`src/rtl/stepper_phase_decoder.sv`:
```
// Purpose: monitor/decoder for a 4-wire one-hot stepper coil bus (direction, position, faults, end-of-motion).
// Latency: a coil change sampled at edge k shows on the outputs after edge k+2 (2-flop sync + 1 registered update).
// Backpressure: none; a free-running observer that never stalls the coil driver it watches.
//
// Ports:
//   clk_cnt    - sampling clock
//   rst        - asynchronous active-high reset
//   coil[3:0]  - coil bus: 0001/0010/0100/1000 = phase 0..3, 0000 = de-energised
//   clr        - synchronous clear of position, counters, revolution state and fault
//   position   - signed step position (wraps mod 2^POS_W)
//   step_total - accepted step count, saturating at 2^POS_W-1
//   dir        - direction of last accepted step (1 = phase +1, 0 = phase -1)
//   moving     - high while the tracker is in RUN
//   done       - one-cycle pulse when RUN times out back to IDLE
//   err        - sticky fault flag (skip or illegal pattern), held until clr/rst
//   rev_cnt    - signed revolution count (8-bit wrap)
//   rev_pulse  - one-cycle pulse on the step that crosses a revolution boundary
//
// Build option: define STEPPER_DEC_REV_EN to build the revolution tracker;
// without it rev_cnt and rev_pulse are tied low.

module stepper_phase_decoder #(
    parameter int POS_W         = 16,
    parameter int STEPS_PER_REV = 48,
    parameter int IDLE_TIMEOUT  = 4
) (
    input  logic                    clk_cnt,
    input  logic                    rst,
    input  logic [3:0]              coil,
    input  logic                    clr,
    output logic signed [POS_W-1:0] position,
    output logic [POS_W-1:0]        step_total,
    output logic                    dir,
    output logic                    moving,
    output logic                    done,
    output logic                    err,
    output logic signed [7:0]       rev_cnt,
    output logic                    rev_pulse
);

    typedef enum logic [1:0] {
        IDLE  = 2'd0,
        RUN   = 2'd1,
        FAULT = 2'd2
    } state_t;

    localparam logic [7:0]              IDLE_LIM  = 8'(IDLE_TIMEOUT);
    localparam logic signed [POS_W-1:0] POS_ONE   = POS_W'(1);
    localparam logic [POS_W-1:0]        TOT_ONE   = POS_W'(1);
    localparam logic [POS_W-1:0]        TOT_MAX   = '1;

`ifdef STEPPER_DEC_REV_EN
    localparam int                 PH_W   = $clog2(STEPS_PER_REV);
    localparam logic [PH_W-1:0]    PH_MAX = PH_W'(STEPS_PER_REV - 1);
    localparam logic [PH_W-1:0]    PH_ONE = PH_W'(1);

    logic [PH_W-1:0] phase_in_rev;
`endif

    state_t     state;
    logic [3:0] coil_m;      // first synchroniser stage
    logic [3:0] coil_s;      // synchronised coil
    logic [3:0] coil_p;      // coil_s one cycle ago, for change detection
    logic [1:0] last_ph;
    logic       last_valid;  // last_ph holds a phase we can step relative to
    logic [7:0] idle_cnt;

    logic       coil_chg;
    logic       is_zero;
    logic       is_onehot;
    logic [1:0] idx;
    logic [1:0] delta;
    logic       step_fwd;
    logic       step_bwd;
    logic       fault_ev;

    // Phase decode of the synchronised bus.
    always_comb begin
        is_onehot = 1'b1;
        idx       = 2'd0;
        case (coil_s)
            4'b0001: idx = 2'd0;
            4'b0010: idx = 2'd1;
            4'b0100: idx = 2'd2;
            4'b1000: idx = 2'd3;
            default: is_onehot = 1'b0;
        endcase
    end

    assign coil_chg = (coil_s != coil_p);
    assign is_zero  = (coil_s == 4'b0000);
    // 2-bit subtraction gives the phase distance mod 4 directly.
    assign delta    = idx - last_ph;

    assign step_fwd = coil_chg && is_onehot && last_valid && (delta == 2'd1);
    assign step_bwd = coil_chg && is_onehot && last_valid && (delta == 2'd3);
    // A two-phase jump means a step was missed; anything not 0000/one-hot is a wiring or driver fault.
    assign fault_ev = coil_chg && ((is_onehot && last_valid && (delta == 2'd2)) ||
                                   (!is_zero && !is_onehot));

    always_ff @(posedge clk_cnt or posedge rst) begin
        if (rst) begin
            coil_m       <= '0;
            coil_s       <= '0;
            coil_p       <= '0;
            state        <= IDLE;
            last_ph      <= '0;
            last_valid   <= 1'b0;
            idle_cnt     <= '0;
            position     <= '0;
            step_total   <= '0;
            dir          <= 1'b0;
            moving       <= 1'b0;
            done         <= 1'b0;
            err          <= 1'b0;
`ifdef STEPPER_DEC_REV_EN
            phase_in_rev <= '0;
            rev_cnt      <= '0;
            rev_pulse    <= 1'b0;
`endif
        end else begin
            // Synchroniser and change detector run in every state, so that a
            // clr out of FAULT never sees a stale coil_p as a fresh event.
            coil_m <= coil;
            coil_s <= coil_m;
            coil_p <= coil_s;

            done <= 1'b0;
`ifdef STEPPER_DEC_REV_EN
            rev_pulse <= 1'b0;
`endif

            if (clr) begin
                // Takes priority over any step or fault evaluated this cycle.
                state        <= IDLE;
                moving       <= 1'b0;
                err          <= 1'b0;
                last_valid   <= 1'b0;
                idle_cnt     <= '0;
                position     <= '0;
                step_total   <= '0;
`ifdef STEPPER_DEC_REV_EN
                phase_in_rev <= '0;
                rev_cnt      <= '0;
`endif
            end else if (state != FAULT) begin
                if (fault_ev) begin
                    // Everything freezes until clr or rst.
                    state    <= FAULT;
                    err      <= 1'b1;
                    moving   <= 1'b0;
                    idle_cnt <= '0;
                end else begin
                    if (coil_chg) begin
                        if (is_zero) begin
                            // De-energised: the next one-hot pattern is a resync, not a step.
                            last_valid <= 1'b0;
                        end else begin
                            last_ph    <= idx;
                            last_valid <= 1'b1;
                        end
                    end

                    if (step_fwd) begin
                        position <= position + POS_ONE;
                        dir      <= 1'b1;
                    end
                    if (step_bwd) begin
                        position <= position - POS_ONE;
                        dir      <= 1'b0;
                    end
                    if ((step_fwd || step_bwd) && (step_total != TOT_MAX)) begin
                        step_total <= step_total + TOT_ONE;
                    end

`ifdef STEPPER_DEC_REV_EN
                    if (step_fwd) begin
                        if (phase_in_rev == PH_MAX) begin
                            phase_in_rev <= '0;
                            rev_cnt      <= rev_cnt + 8'sd1;
                            rev_pulse    <= 1'b1;
                        end else begin
                            phase_in_rev <= phase_in_rev + PH_ONE;
                        end
                    end
                    if (step_bwd) begin
                        if (phase_in_rev == '0) begin
                            phase_in_rev <= PH_MAX;
                            rev_cnt      <= rev_cnt - 8'sd1;
                            rev_pulse    <= 1'b1;
                        end else begin
                            phase_in_rev <= phase_in_rev - PH_ONE;
                        end
                    end
`endif

                    case (state)
                        IDLE: begin
                            if (coil_chg && is_onehot) begin
                                state    <= RUN;
                                moving   <= 1'b1;
                                idle_cnt <= '0;
                            end
                        end
                        RUN: begin
                            // Counts samples, not events: a held 0000 keeps counting.
                            if (is_zero) begin
                                if ((idle_cnt + 8'd1) == IDLE_LIM) begin
                                    state    <= IDLE;
                                    moving   <= 1'b0;
                                    done     <= 1'b1;
                                    idle_cnt <= '0;
                                end else begin
                                    idle_cnt <= idle_cnt + 8'd1;
                                end
                            end else begin
                                idle_cnt <= '0;
                            end
                        end
                        default: ;
                    endcase
                end
            end
        end
    end

`ifndef STEPPER_DEC_REV_EN
    // Revolution tracker not built; STEPS_PER_REV has no effect in this build.
    assign rev_cnt   = '0;
    assign rev_pulse = 1'b0;
`endif

endmodule

```
`config.mk`:
```
export PLATFORM = sky130hd
export DESIGN_NAME = stepper_phase_decoder
export DESIGN_NICKNAME = d
export VERILOG_FILES = /design/src/rtl/stepper_phase_decoder.sv
export SDC_FILE = /design/constraint.sdc
export NUM_CORES = 1
export LEC_CHECK = 0
export BUFFER_PORTS_ARGS = -buffer_cell sky130_fd_sc_hd__clkbuf_2
export CORE_MARGIN = 2
export CORE_UTILIZATION = 58
export DETAILED_ROUTE_END_ITERATION = 6
export HOLD_SLACK_MARGIN = 0.06
export PLACE_DENSITY = 0.81
export SETUP_SLACK_MARGIN = 0.2
export SKIP_LAST_GASP = 1
export SLEW_MARGIN = 20
export SYNTH_ARGS = -nofsm -noshare
export SYNTH_HDL_FRONTEND = slang
export SYNTH_SLANG_ARGS = --single-unit
```
`constraint.sdc`:
```
create_clock -name clk_cnt -period 6 [get_ports clk_cnt]
set_input_delay 0.9 -clock clk_cnt [delete_from_list [all_inputs] [get_ports clk_cnt]]
set_output_delay 0.9 -clock clk_cnt [all_outputs]
set_load 0.01 [all_outputs]
```
==> flow_summary.ini, run 1 <==
[sta]
period_share = 0.7279
worst_hold_slack_ns = 0.3484
worst-slew-pin-transition_ns = 1.130
fin_setup_tns_ns = 0
relSlewSlack = 0.2400
rsz0062_at_grt = false
skew_ns = 0.009761
setup_viol = 0
period_needed_ns = 4.367
final_max_slew_viol_count = 0
hold_viol_final = 0
worst_slack_ns = 1.633
max_freq_mhz = 229.0

[global_routing]
use_met2 = 0.3673
top_usage_layer = met2
grt_pass1_vias = 2835
antenna_found_initial = 0
met1_usage = 0.3023
grt_pass1_wl_um = 12980
overflow = 0
grtUsageMet3 = 0.04970
grt_max_degree = 61
gr-usage-all-layers = 0.2262

[cts]
cts_resized = 0
htreeDepth = 3
cts_buffers = 9
cts_hold_buf = 0
cts-root-buf = clkbuf_8
clock-sinks = 60
path_clk_slew_ns = 0.07
tritoncts = done
clkLatencyLatePin_ns = 0.34
clk_path_buf_depth = 2
post-cts-setup-buffer-count = 0

[min_path]
hold_depth = 0
holdPathEnd = coil_s[2]
hp-class = flop to flop
hp-start = coil_m[2]

[critical_path]
cp-end-kind = flop
worstSetupPathType = flop to flop
start_kind = flop
reg2regPathDepth = 15
rrSetupSlack_ns = 1.63
crit-reg2reg-capture = position[15]
cp_max_fo = 16
r2r_start = coil_s[3]
worstPathArrival_ns = 4.60
cp_data_required_time_ns = 6.23

[route]
viasPerCell = 5.841
drt_iter0_drc = 180
drc = 0
via_count = 3020
first_pass_iters = 4
wirelength_um = 7585
ant_nets = 0
wl_per_cell_um = 14.67

[logic_synthesis]
ys_seq_area_frac = 0.4111
synth_cells = 394
netlist_area_um2 = 3652
syn_avg_cell_area_um2 = 9.270
ys_warn_count = 0
ys_ff_latch = 60
synth_ff_type = dfrtp_1
synth.distinct_cells = 55
synth-edff-count = 0
async_flop_share = 1.000

[final_layout]
num_antenna_cells = 0
stdcell_area_um2 = 4068
syn2layout_area_growth_pct = 11.37
fin_nets = 462
drive_gt1_frac = 0.1697

[place]
gp_congestion = 0.9087
post-place-ws_ns = 1.649
dp_hpwl_um = 5163
dpl_cell_area_um2 = 3874
io_buffers = 42

[floorplanning]
start_util = 0.6096
die_area_um2 = 6948
core_area_um2 = 5991
die_x_um = 83.36
die_h_um = 83.36
rows = 28
io_pins = 52

[pwr]
vdd_drop_max_mv = 0.1561
powerDensity_nw_per_um2 = 218.7
power_leakage_nw = 1.866

[job]
max_cap_violations = 0

[outcome]
outcome = complete, no violations
## final cells by class
cell class | count | area, µm²
multi-input combinational | 312 | 2008
timing repair buffer | 46 | 240.2
clock buffer | 12 | 145.1
tap | 75 | 93.84
clock inverter | 4 | 48.80
sequential | 60 | 1501
fill | 503 | 1923
inverter | 8 | 30.03
## routing by layer
layer | share of wire | wire length [µm]
met5 | 0 | 0
met4 | 0.012 | 94
met3 | 0.044 | 332
met2 | 0.48 | 3658
met1 | 0.46 | 3500
## logic make-up after synthesis
family,Yosys count,synth area share
and+or+nand+nor,157,0.2175
xor gates and xnor gates,31,0.07845
DFF,60,0.4111
adders and majority gates,19,0.06646
AOI/OAI and AO/OA,92,0.1631
other,1,0.001027
muxes,4,0.01199
buffers and inverters,30,0.05036
## placed cells by master, fill, tap and decap left out, drive strengths merged, types with 2 or more instances in the layout
cell type / Yosys / final
a2111oi: 2 / 2
a211oi: 8 / 8
a21o: 4 / 4
a21oi: 27 / 27
a41oi: 2 / 2
and2: 2 / 2
and3: 7 / 7
and4: 3 / 3
buf: 17 / 4
clkbuf: 5 / 54
clkinv: 0 / 3
conb: 1 / 9
dfrtp: 60 / 60
ha: 17 / 17
inv: 8 / 8
mux2: 3 / 3
nand2: 40 / 40
nand2b: 7 / 7
nand3: 13 / 13
nand3b: 3 / 3
nand4: 8 / 8
nor2: 40 / 40
nor2b: 3 / 3
nor3: 12 / 12
nor3b: 3 / 3
nor4: 6 / 6
o211ai: 5 / 5
o21a: 3 / 3
o21ai: 21 / 21
o22ai: 4 / 4
o31ai: 4 / 4
o41ai: 4 / 4
or2: 3 / 3
or3: 5 / 5
xnor2: 15 / 15
xor2: 16 / 16
## flip-flops by register name, indices dropped and copies added, names as in the netlist
name	count
position	16
step_total	16
idle_cnt	8
coil_m	4
coil_p	4
coil_s	4
last_ph	2
state	2
dir	1
done	1
err	1
last_valid	1
## worst max-delay path: stages (launching register included)
cell,delay (ns)
dfrtp_1,0.61
xnor2_1,0.13
or3_1,0.35
ha_1,0.23
xor2_1,0.19
a21oi_1,0.06
or3_1,0.40
nor3_2,0.11
buf_4,0.24
ha_1,0.35
and3_1,0.21
a221o_1,0.35
or3_1,0.32
o22ai_1,0.15
mux2i_1,0.22
mux2_1,0.33
## cells in the mapped netlist (2+ instances only)
master     number  area [µm²]
o21a_1          3       22.52
inv_1           8       30.03
nand3_1        13       65.06
nor4_1          5       31.28
o31ai_1         4       30.03
xor2_1         14       122.6
and4_1          3       26.28
clkbuf_1        5       18.77
a2111oi_0       2       17.52
nand4_1         8       50.05
o211ai_1        5       37.54
a21o_1          4       30.03
a211oi_1        7       52.55
nor3_1         12       60.06
nand2b_1        7       43.79
nor3b_1         3       22.52
nand2_1        40       150.1
dfrtp_1        60        1501
o22ai_1         4       25.02
mux2_2          2       22.52
or2_2           2       12.51
nor2_1         40       150.1
buf_2           3       15.01
buf_4          10       75.07
nand3b_1        3       22.52
buf_6           4       45.04
a21oi_1        27       135.1
and3_1          7       43.79
o21ai_0        21       105.1
nor2b_1         3       18.77
or3_1           5       31.28
a41oi_1         2       17.52
xor2_2          2       32.53
o41ai_1         4       35.03
xnor2_1        15       131.4
ha_1           17       212.7
and2_1          2       12.51
## metrics by stage
step	util	total power [mW]	instances
floorplan	-	0.5155	402
global placement	0.6466	0.5295	501
detailed placement	0.6466	0.5332	501
CTS	0.6790	0.8948	517
global route	0.6790	0.9247	517
finish	0.6790	0.8895	517
## power breakdown
part | leakage (nW) | switching, mW | internal, mW | total, mW
combinational | 0.965 | 0.0588 | 0.0346 | 0.0934
sequential | 0.801 | 0.0138 | 0.418 | 0.432
clock | 0.100 | 0.162 | 0.203 | 0.365
## worst max-delay path by stage
| stage | from | endpoint | slack [ns] | depth (start not counted) |
|---|---|---|---|---|
| 2_1_floorplan | coil_s[3] | position[15] | 1.25 | 15 |
| 3_3_place_gp | coil_s[3] | position[15] | 1.81 | 15 |
| 3_5_place_dp | coil_s[3] | position[15] | 1.65 | 15 |
| 4_1_cts | coil_s[3] | position[15] | 1.63 | 15 |
| 5_1_grt | coil_s[3] | position[15] | 1.44 | 15 |
| 6_report | coil_s[3] | position[15] | 1.63 | 15 |
(Power assumes the default switching activity.)
==> run 2: changes to the inputs <==
- clock period: 6 -> 4.1 ns (I/O delays scaled with it)
==> run 2 against run 1 <==
Maximum frequency increased by 8.5%. Non-clock buffer count increased by 17. Worst setup slack got worse by 1.6 ns. Wire length increased by 9.6%. Total power increased by 59%. Via count increased by 5.8%. Count of clock-buffer cells in the layout decreased by 3. Worst hold slack got worse by 0.032 ns. Critical path type unchanged.
==> flow_summary.ini, run 2 (synthesis results as in run 1) <==
[critical_path]
critical_path.slowest_cell = dfrtp_1
cp_max_fo = 5
worstSetupPathType = flop to flop
critPathBufInv = 2
r2r_start = coil_s[1]
worstPathArrival_ns = 4.26
crit_family = simple AND/OR/NAND/NOR gates
cp_data_required_time_ns = 4.33
crit-reg2reg-capture = position[15]
cp-end-kind = flop
cpMostUsedCell = or3_4
start_kind = flop
reg2regPathDepth = 16
cp_cell_sequence = xnor2_1, or3_4, ha_4, xnor2_2, nor3_1, or3_4, nor3_4, buf_6, buf_6, ha_4, a21o_1, a221o_1, or3_4, o22ai_4, mux2i_1, mux2_1
rrSetupSlack_ns = 0.08
worst_path_largest_cell_delay_ns = 0.40

[global_routing]
grt_max_degree = 43
grt_pass1_vias = 3064
antenna_found_initial = 0
overflow = 0
grt_pass1_wl_um = 13830
gr-usage-all-layers = 0.2420

[route]
wirelength_um = 8310
via_count = 3196
first_pass_iters = 5
drc = 0
drt_iter0_drc = 222
wl_per_cell_um = 15.56
ant_nets = 0
viasPerCell = 5.985

[place]
gp_congestion = 0.8349
post-place-ws_ns = 0.02223
dp_hpwl_um = 5241
io_buffers = 42

[pwr]
vdd_drop_max_mv = 0.2754
p_int_mw = 1.030
swShare = 0.2699
p_comb_frac = 0.124
power_frac_clock = 0.429
power_leakage_nw = 1.978
netSwitchingPower_mw = 0.3807
seq_power_share = 0.447
powerDensity_nw_per_um2 = 323.5

[sta]
hold_viol_final = 0
period_needed_ns = 4.024
worst_hold_slack_ns = 0.3164
worst-slew-pin-transition_ns = 1.100
setup_viol = 0
period_share = 0.9815
rsz0062_at_grt = true
worst_slack_ns = 0.07587
final_max_slew_viol_count = 0
max_freq_mhz = 248.5
relSlewSlack = 0.2602
skew_ns = 0.009391

[floorplanning]
core_area_um2 = 5991
die_h_um = 83.36
rows = 28
io_pins = 52
die_x_um = 83.36
start_util = 0.6096
die_area_um2 = 6948

[min_path]
hp-class = input port to async pin

[final_layout]
fin_nets = 479
syn2layout_area_growth_pct = 19.39
final_cell_mix = 60 x dfrtp_1, 42 x clkbuf_2, 40 x nor2_1, 40 x nand2_1, 25 x a21oi_1
reg_top3 = position (16), step_total (16), idle_cnt (8)
fillCellCount = 429
final_common_cell = dfrtp_1
drive_gt1_frac = 0.2397
num_antenna_cells = 0

[outcome]
outcome = complete, no violations

[cts]
cts-root-buf = clkbuf_8
clk_path_buf_depth = 2
path_clk_slew_ns = 0.07
cts_hold_buf = 0
htreeDepth = 3
cts_buffers = 9
tritoncts = done
clock-sinks = 60
clkLatencyLatePin_ns = 0.35

[job]
max_cap_violations = 0
run 2: cell types whose count changed in the layout (fill, tap and decap cells not counted), moves of 3 or more:
cell        change
buf_4          +14
buf_6           +3
clkinvlp_4      +3
ha_1            -3
ha_4            +3
or3_1           -3
or3_4           +3
run 2: repair_timing:
action | CTS | global route
setup buffers | 5 | 6
pin swaps | 5 | 7
resized for setup | 12 | 10
setup endpoints to repair | 4 | 10
run 2: how the worst max path moves through the flow:
| stage | startpoint | end | slack [ns] | cells after the start |
|---|---|---|---|---|
| finish | coil_s[1] | position[15] | 0.08 | 16 |
| CTS | coil_s[1] | position[15] | 0.09 | 15 |
| global placement | coil_s[1] | position[15] | 0.14 | 14 |
| global route | coil_s[1] | position[15] | -0.07 | 16 |
| detailed placement | coil_s[1] | position[15] | 0.02 | 15 |
| floorplan | coil_s[3] | position[15] | -0.05 | 15 |
run 2: routing by layer:
| metal | GRT usage | vias to the layer above | share of wire |
|---|---|---|---|
| li1 | - | 1527 | - |
| met1 | 0.3072 | 1542 | 0.43 |
| met2 | 0.4084 | 105 | 0.49 |
| met3 | 0.04473 | 22 | 0.050 |
| met4 | 0.09687 | 0 | 0.029 |
| met5 | 0 | - | 0 |
run 2: stage by stage:
step	std cells	util	setup TNS (ns)	total power, mW	area (µm²)
after detailed placement	507	0.6552	0	0.7858	3925
after global placement	507	0.6552	0	0.7812	3925
final	534	0.7279	0	1.411	4360
after global routing	534	0.7279	-0.06503	1.461	4360
after floorplan	402	-	-0.04746	0.7580	3694
after CTS	528	0.7109	0	1.395	4259
run 2: area by class of cell:
| cell class | count | area [µm²] | share of cell area |
|---|---|---|---|
| Sequential cell | 60 | 1501 | 0.3443 |
| Timing Repair Buffer | 63 | 379.1 | 0.08694 |
| Inverter | 8 | 30.03 | 0.006887 |
| Clock buffer | 9 | 123.9 | 0.02841 |
| Tap cell | 75 | 93.84 | 0.02152 |
| Clock inverter | 7 | 100.1 | 0.02296 |
| Multi-Input combinational cell | 312 | 2132 | 0.4890 |
run 2: power by group through the flow:
stage / logic (mW) / clock network, mW / registers [mW]
global route: 0.192 / 0.636 / 0.633
finish: 0.175 / 0.605 / 0.630
global placement: 0.144 / 0 / 0.637
detailed placement: 0.148 / 0 / 0.638
floorplan: 0.120 / 0 / 0.638
CTS: 0.163 / 0.605 / 0.627
